--- src/rtl/id_ex_reg.sv ---
// ID/EX pipeline register with load-use hazard detection,
// flush-driven bubble insertion and a saturating bubble counter.
module id_ex_reg (
  input  logic        clk,
  input  logic        reset,
  input  logic        RegWriteD,
  input  logic        MemWriteD,
  input  logic        MemToRegD,
  input  logic        ALUSrcD,
  input  logic        BranchD,
  input  logic        JumpD,
  input  logic [1:0]  ALUOpD,
  input  logic [1:0]  ResultSrcD,
  input  logic [31:0] RD1D,
  input  logic [31:0] RD2D,
  input  logic [31:0] PCD,
  input  logic [31:0] PCPlus4D,
  input  logic [31:0] ImmExtD,
  input  logic [4:0]  Rs1D,
  input  logic [4:0]  Rs2D,
  input  logic [4:0]  RdD,
  input  logic [2:0]  funct3D,
  input  logic        funct7b5D,
  input  logic        ValidD,
  input  logic        FlushE,
  output logic        RegWriteE,
  output logic        MemWriteE,
  output logic        MemToRegE,
  output logic        ALUSrcE,
  output logic        BranchE,
  output logic        JumpE,
  output logic [1:0]  ALUOpE,
  output logic [1:0]  ResultSrcE,
  output logic [31:0] RD1E,
  output logic [31:0] RD2E,
  output logic [31:0] PCE,
  output logic [31:0] PCPlus4E,
  output logic [31:0] ImmExtE,
  output logic [4:0]  Rs1E,
  output logic [4:0]  Rs2E,
  output logic [4:0]  RdE,
  output logic [2:0]  funct3E,
  output logic        funct7b5E,
  output logic        ValidE,
  output logic        StallF,
  output logic        StallD,
  output logic [15:0] BubbleCnt
);

  logic lw_haz;
  logic bubble;
  logic ctrl_ok;
  logic data_ok;

  assign lw_haz = ValidE & ValidD & (ResultSrcE == 2'b01) &
                  (RdE != 5'd0) &
                  ((RdE == Rs1D) | (RdE == Rs2D));

  // A flushed D instruction is discarded anyway, so no stall is needed.
  assign StallF  = lw_haz & ~FlushE;
  assign StallD  = lw_haz & ~FlushE;
  assign bubble  = FlushE | lw_haz;
  assign ctrl_ok = ValidD & ~bubble;
  assign data_ok = ~bubble;

  always_ff @(posedge clk or posedge reset) begin
    if (reset) begin
      RegWriteE  <= 1'b0;
      MemWriteE  <= 1'b0;
      MemToRegE  <= 1'b0;
      ALUSrcE    <= 1'b0;
      BranchE    <= 1'b0;
      JumpE      <= 1'b0;
      ALUOpE     <= 2'b00;
      ResultSrcE <= 2'b00;
      RD1E       <= 32'd0;
      RD2E       <= 32'd0;
      PCE        <= 32'd0;
      PCPlus4E   <= 32'd0;
      ImmExtE    <= 32'd0;
      Rs1E       <= 5'd0;
      Rs2E       <= 5'd0;
      RdE        <= 5'd0;
      funct3E    <= 3'd0;
      funct7b5E  <= 1'b0;
      ValidE     <= 1'b0;
      BubbleCnt  <= 16'd0;
    end else begin
      RegWriteE  <= RegWriteD & ctrl_ok;
      MemWriteE  <= MemWriteD & ctrl_ok;
      MemToRegE  <= MemToRegD & ctrl_ok;
      ALUSrcE    <= ALUSrcD & ctrl_ok;
      BranchE    <= BranchD & ctrl_ok;
      JumpE      <= JumpD & ctrl_ok;
      ALUOpE     <= ALUOpD & {2{ctrl_ok}};
      ResultSrcE <= ResultSrcD & {2{ctrl_ok}};
      ValidE     <= ctrl_ok;
      // Data of an invalid slot passes through; only bubbles zero it.
      RD1E       <= RD1D & {32{data_ok}};
      RD2E       <= RD2D & {32{data_ok}};
      PCE        <= PCD & {32{data_ok}};
      PCPlus4E   <= PCPlus4D & {32{data_ok}};
      ImmExtE    <= ImmExtD & {32{data_ok}};
      Rs1E       <= Rs1D & {5{data_ok}};
      Rs2E       <= Rs2D & {5{data_ok}};
      RdE        <= RdD & {5{data_ok}};
      funct3E    <= funct3D & {3{data_ok}};
      funct7b5E  <= funct7b5D & data_ok;
      if (bubble && (BubbleCnt != 16'hFFFF))
        BubbleCnt <= BubbleCnt + 16'd1;
    end
  end

endmodule

--- config.mk ---
export PLATFORM = sky130hd
export DESIGN_NAME = id_ex_reg
export DESIGN_NICKNAME = d
export VERILOG_FILES = /design/src/rtl/id_ex_reg.sv
export SDC_FILE = /design/constraint.sdc
export NUM_CORES = 1
export LEC_CHECK = 0
export CAP_MARGIN = 10
export CORE_AREA = 10 10 148 150
export CTS_BUF_LIST = sky130_fd_sc_hd__clkbuf_2 sky130_fd_sc_hd__clkbuf_4 sky130_fd_sc_hd__clkbuf_8
export CTS_CLUSTER_DIAMETER = 30
export DETAILED_ROUTE_END_ITERATION = 8
export DIE_AREA = 0 0 158 160
export GPL_TIMING_DRIVEN = 0
export PLACE_DENSITY = 0.78
export SLEW_MARGIN = 0
export SYNTH_ARGS = -nofsm -noshare
export SYNTH_HDL_FRONTEND = slang
export SYNTH_SLANG_ARGS = --single-unit
--- constraint.sdc ---
create_clock -name clk -period 15.1 [get_ports clk]
set_clock_uncertainty 0.2 [all_clocks]
set_input_delay 3.02 -clock clk [delete_from_list [all_inputs] [get_ports clk]]
set_output_delay 3.02 -clock clk [all_outputs]
set_load 0.01 [all_outputs]
After elaboration in Yosys (flattened, before gate mapping)
Cells that the tools add are included.
Widths: inputs -> output; s select.
{"block": "totals", "regBits": 206, "input_bits": 193, "output_inout_bits": 208, "elab_cells": 55}
{"block": "classes", "n_addsub": 1, "n_eq_ne": 4, "bitwise": 28, "reduce_logical": 2}
{"cell": "$and 32x32->32", "n": 5}
{"cell": "$add 16x1->16 const B", "n": 1}
{"cell": "$ne 16x16->1 const B", "n": 1}
{"cell": "$and 5x5->5", "n": 3}
{"cell": "$and 1x1->1", "n": 13}
{"cell": "$eq 5x5->1", "n": 2}
{"cell": "$reduce_bool 5->1", "n": 1}
{"cell": "$and 2x2->2", "n": 2}
{"cell": "$and 3x3->3", "n": 1}
{"cell": "$eq 2x1->1 const B", "n": 1}
{"cell": "$not 1->1", "n": 2}
{"cell": "$or 1x1->1", "n": 2}
{"cell": "$logic_and 1x1->1", "n": 1}

Longest topological paths before layout
{"block": "depth", "word_depth": 8, "depth_mapped": 7, "mapped_depth_nobuf": 6}

Worst setup path after synthesis
Ideal clock, no wire load.
{"block": "synth_timing", "path_kind": "input to output", "start": "in Rs1D[4]", "end": "out StallF", "arrival_time_ns": 3.890, "required_time_ns": 11.880, "path_slack_ns": 7.990, "path_stages": 6, "path_buffers": 1, "path_cell_list": "xnor2_1 -> nand3_1 -> o22ai_2 -> nand2_1 -> nor2_1 -> buf_4"}
{"block": "synth_via", "elab_chain_cells": 4}
{"element": "start, declared", "line": "19", "text": "input logic [4:0] Rs1D,"}
{"element": "$eq 5x5->1", "line": "57", "text": "((RdE == Rs1D) | (RdE == Rs2D));"}
{"element": "$or 1x1->1", "line": "57"}
{"element": "$and 1x1->1", "line": "56", "text": "(RdE != 5'd0) &"}
{"element": "$and 1x1->1"}
{"element": "end, declared", "line": "45", "text": "output logic StallF,"}
Every way passes these cells.

Final worst setup path
{"block": "layout_timing", "start": "in Rs1D[4]", "end": "out StallF"}
{"block": "layout_via", "elab_chain_cells": 4}
{"element": "$eq 5x5->1", "line": "57"}
{"element": "$or 1x1->1", "line": "57"}
{"element": "$and 1x1->1", "line": "56"}
{"element": "$and 1x1->1", "line": "60", "text": "assign StallF = lw_haz & ~FlushE;"}
Every way passes these cells.

==> report_table.html <==
<table>
<tr><th>Metric</th><th>Value</th></tr>
<tr><th colspan="2">STA</th></tr>
<tr><td>Achievable clock frequency</td><td>123 MHz</td></tr>
<tr><td>Number of hold violations in the final report</td><td>0</td></tr>
<tr><td>Min Tclk post-route</td><td>8.16 ns</td></tr>
<tr><td>Post-route clock period utilization</td><td>54.0%</td></tr>
<tr><td>Setup TNS</td><td>0 ns</td></tr>
<tr><td>Transition time of the tightest slew-check pin</td><td>0.688 ns</td></tr>
<tr><td>Setup violation total in the final timing report</td><td>0</td></tr>
<tr><td>Relative slew slack</td><td>54.1%</td></tr>
<tr><td>Worst setup margin</td><td>6.94 ns</td></tr>
<tr><td>Fin. max-slew vios</td><td>0</td></tr>
<tr><td>Unrepaired setup endpoints after global routing</td><td>no</td></tr>
<tr><th colspan="2">Clock tree</th></tr>
<tr><td>Hold-fix buffer count after cts</td><td>0</td></tr>
<tr><td>Worst-path clk slew</td><td>0.05 ns</td></tr>
<tr><td>Clock latency on the worst-skew pair</td><td>0.51 ns</td></tr>
<tr><td>Cell at the root of the clock tree</td><td>sky130_fd_sc_hd__clkbuf_8</td></tr>
<tr><td>Clock tree from TritonCTS</td><td>yes</td></tr>
<tr><td>Clk buf depth</td><td>3</td></tr>
<tr><td>Number of buffers created by CTS</td><td>44</td></tr>
<tr><td># Post-CTS Setup Buffers</td><td>0</td></tr>
<tr><td>Number of clock sinks</td><td>206</td></tr>
<tr><td>Htree depth</td><td>2</td></tr>
<tr><td># resized after CTS</td><td>0</td></tr>
<tr><th colspan="2">Yosys</th></tr>
<tr><td>Synth unique cells</td><td>33</td></tr>
<tr><td>Avg Cell Area, Syn</td><td>14.1 um2</td></tr>
<tr><td>Fraction of the yosys area taken by sequential cells</td><td>73.9%</td></tr>
<tr><td>Netlist Area Pre-Place</td><td>0.00698 mm2</td></tr>
<tr><td>Post-synth top flop</td><td>sky130_fd_sc_hd__dfrtp_1</td></tr>
<tr><td>Synth warnings</td><td>0</td></tr>
<tr><td>Area share of the leading cell type in the synthesized netlist</td><td>73.9%</td></tr>
<tr><td>Post-synth EDFFs</td><td>0</td></tr>
<tr><td>Number of nets in the synthesized netlist</td><td>688</td></tr>
<tr><td>Commonest cells in the netlist</td><td>206 x sky130_fd_sc_hd__dfrtp_1, 189 x sky130_fd_sc_hd__and2_1, 19 x sky130_fd_sc_hd__clkbuf_1</td></tr>
<tr><td>Number of synthesized register bits</td><td>206</td></tr>
<tr><td>Most area-hungry cell type in the Yosys netlist</td><td>sky130_fd_sc_hd__dfrtp_1</td></tr>
<tr><td>Share of synthesized registers carrying an async set or reset</td><td>100%</td></tr>
<tr><td>Top area cells in the synthesized netlist</td><td>sky130_fd_sc_hd__dfrtp_1 74%, sky130_fd_sc_hd__and2_1 17%, sky130_fd_sc_hd__xnor2_1 2.0%</td></tr>
<tr><td>Count leader, synth</td><td>sky130_fd_sc_hd__dfrtp_1</td></tr>
<tr><td>Count of mapped cells out of synthesis</td><td>494</td></tr>
<tr><th colspan="2">Setup path</th></tr>
<tr><td>Slowest stage cell on the critical path</td><td>sky130_fd_sc_hd__clkdlybuf4s50_1</td></tr>
<tr><td>Endpoint kind of the worst setup timing path</td><td>output port</td></tr>
<tr><td>Largest delay share family, worst path</td><td>buffers and inverters</td></tr>
<tr><td>Crit Path Category</td><td>primary input to output port</td></tr>
<tr><td>Critical path, cell by cell</td><td>clkdlybuf4s50_1, xnor2_1, nand3_1, o22ai_2, nand2_1, nor2_1, buf_4, clkdlybuf4s50_1</td></tr>
<tr><td>Bufs and invs on worst path</td><td>3</td></tr>
<tr><td>Most common cell on crit path</td><td>sky130_fd_sc_hd__clkdlybuf4s50_1</td></tr>
<tr><td>Worst-path fanout max</td><td>3</td></tr>
<tr><td>Slowest cell delay on critical path</td><td>0.53 ns</td></tr>
<tr><td>Category of the worst setup path launch point</td><td>primary input</td></tr>
<tr><td>Data arrival time at the worst-slack endpoint</td><td>4.94 ns</td></tr>
<tr><td>CP Data Required Time</td><td>11.88 ns</td></tr>
<tr><th colspan="2">Finish</th></tr>
<tr><td>Area taken by multi-input logic gates</td><td>0.00171 mm2</td></tr>
<tr><td>Number of antenna repair diodes</td><td>0</td></tr>
<tr><td>Fin cells</td><td>1210</td></tr>
<tr><td>Non-Filler Cell Area, Final</td><td>0.0123 mm2</td></tr>
<tr><td>Number of filler instances in the final layout</td><td>1385</td></tr>
<tr><td>Share of layout cells above drive strength 1</td><td>9.26%</td></tr>
<tr><td>Synthesis-to-layout area growth</td><td>76.0%</td></tr>
<tr><td>Utilization of the core after routing</td><td>64.4%</td></tr>
<tr><td>Storage element area</td><td>0.00515 mm2</td></tr>
<tr><td>Nets@finish</td><td>1135</td></tr>
<tr><th colspan="2">Power and ir drop</th></tr>
<tr><td>Leak</td><td>5.40 nW</td></tr>
<tr><td>Maximum ir drop on the vdd rail</td><td>0.0736 mV</td></tr>
<tr><td>Power per unit of standard cell area</td><td>119 mW/mm2</td></tr>
<tr><th colspan="2">Die</th></tr>
<tr><td>Floorplan row count</td><td>51</td></tr>
<tr><td>CORE AREA</td><td>0.0191 mm2</td></tr>
<tr><td>I/O pin total</td><td>401</td></tr>
<tr><td>Width of the die</td><td>158 um</td></tr>
<tr><td>Initial core utilization</td><td>36.6%</td></tr>
<tr><td>Die area</td><td>0.0253 mm2</td></tr>
<tr><td>Vertical die dimension</td><td>160 um</td></tr>
<tr><th colspan="2">Route</th></tr>
<tr><td>Number of design rule violations left after detail routing</td><td>0</td></tr>
<tr><td>Violation count after the first detailed-route iteration</td><td>245</td></tr>
<tr><td>Sum of routed wire length over all layers</td><td>23.7 mm</td></tr>
<tr><td>Total number of vias</td><td>5265</td></tr>
<tr><td>Number of vias per cell after detailed routing</td><td>4.35</td></tr>
<tr><td>Iteration count of the initial detailed-routing pass</td><td>4</td></tr>
<tr><td>Routed len/inst</td><td>19.6 um</td></tr>
<tr><td>Number of nets with antenna violations after detailed routing</td><td>0</td></tr>
<tr><th colspan="2">Place</th></tr>
<tr><td>Setup slack after placement</td><td>6.94 ns</td></tr>
<tr><td>Instance area after placement</td><td>0.0113 mm2</td></tr>
<tr><td>Routability-driven placement congestion ratio</td><td>0.782</td></tr>
<tr><td>Post-DP HPWL</td><td>18.7 mm</td></tr>
<tr><td>Number of buffers added on ports</td><td>400</td></tr>
<tr><td>Number of cells after detailed placement</td><td>1133</td></tr>
<tr><th colspan="2">Hold path</th></tr>
<tr><td>Hold Crit Class</td><td>flip-flop to flip-flop</td></tr>
<tr><th colspan="2">Global route</th></tr>
<tr><td>Via count of the first global-routing pass</td><td>5924</td></tr>
<tr><td>Initial antenna violation count</td><td>0</td></tr>
<tr><td>Largest net degree at the start of global routing</td><td>108</td></tr>
<tr><td>Total global routing track utilization</td><td>18.2%</td></tr>
<tr><td>Gr ovfl total</td><td>0</td></tr>
<tr><td>First-pass GRT wire length</td><td>35.1 mm</td></tr>
<tr><th colspan="2">Job</th></tr>
<tr><td>Number of maximum-capacitance violations</td><td>0</td></tr>
<tr><th colspan="2">Run status</th></tr>
<tr><td>Result of the run</td><td>finished clean</td></tr>
</table>
placed cells by master, fill, tap and decap left out, types with 2 or more instances in the layout:
cell type                         count
sky130_fd_sc_hd__clkinvlp_4           4
sky130_fd_sc_hd__nand4_1              2
sky130_fd_sc_hd__nand2_1              5
sky130_fd_sc_hd__and2_1             189
sky130_fd_sc_hd__clkinv_2             6
sky130_fd_sc_hd__bufinv_16            3
sky130_fd_sc_hd__inv_1                2
sky130_fd_sc_hd__dfrtp_1            206
sky130_fd_sc_hd__nand3_1              9
sky130_fd_sc_hd__a31oi_1              2
sky130_fd_sc_hd__mux2_2               2
sky130_fd_sc_hd__a21oi_1              4
sky130_fd_sc_hd__buf_4                2
sky130_fd_sc_hd__nor2_1               8
sky130_fd_sc_hd__clkbuf_8            52
sky130_fd_sc_hd__clkbuf_4             6
sky130_fd_sc_hd__nor4_1               2
sky130_fd_sc_hd__clkdlybuf4s50_1    400
sky130_fd_sc_hd__clkinv_4             6
sky130_fd_sc_hd__xnor2_1             16
sky130_fd_sc_hd__clkbuf_1            19
sky130_fd_sc_hd__xor2_1               5
sky130_fd_sc_hd__nor3_1               3
power breakdown:
part           internal, mW  switching (mW)  leakage (nW)
combinational         0.130          0.0858          2.25
sequential            0.589          0.0240          2.66
clock                 0.384           0.245         0.493
total                  1.10           0.354          5.40
worst paths after layout:
kind,from,end,slack (ns),cells past startpoint
hold reg to reg,BubbleCnt[7],BubbleCnt[7],0.30,1
min in group asynchronous,reset,ImmExtE[9],2.82,2
max in group asynchronous,reset,BubbleCnt[13],10.92,3
hold / removal,BubbleCnt[7],BubbleCnt[7],0.30,1
setup / recovery,Rs1D[4],StallF,6.94,8
setup reg to reg,RdE[0],PCPlus4E[30],12.77,7
logic make-up after synthesis:
family	share of synthesized area, %
AND/OR/NAND/NOR	20.4
flip-flops	73.9
buffers and inverters	1.56
XOR/XNOR	2.64
AO/OA/AOI/OAI	1.00
multiplexers	0.323
adder cells (fa/ha/maj)	0.179
through the flow:
stage	hold WS, ns	total power [mW]
2_1_floorplan	0.318	0.689
3_3_place_gp	0.283	0.834
3_5_place_dp	0.290	0.841
4_1_cts	0.302	1.48
5_1_grt	0.328	1.52
6_report	0.297	1.46
per-layer routing:
metal  vias up  GRT usage [%]  wire (um)
li1       2451              -          -
met1      2508           17.9       8000
met2       273           32.8      12300
met3        33           8.84       2900
met4         0           5.35        476
met5         -              0          0
sequential cells by signal, indices dropped and copies added (netlist names):
signal and cells:
ImmExtE 32, PCE 32, PCPlus4E 32, RD1E 32, RD2E 32, BubbleCnt 16, RdE 5, Rs1E 5
Rs2E 5, funct3E 3, ALUOpE 2, ResultSrcE 2, ALUSrcE 1, BranchE 1, JumpE 1, MemToRegE 1
MemWriteE 1, RegWriteE 1, ValidE 1, funct7b5E 1
area by class of cell:
class | count | area share, %
Sequential cell | 206 | 42.0
Clock buffer | 58 | 6.20
Tap cell | 238 | 2.43
Clock inverter | 19 | 1.65
Inverter | 3 | 0.153
Multi-Input combinational cell | 263 | 14.0
Timing Repair Buffer | 401 | 32.8
Buffer | 22 | 0.795
Note: power is estimated with default switching activity, not from simulation.
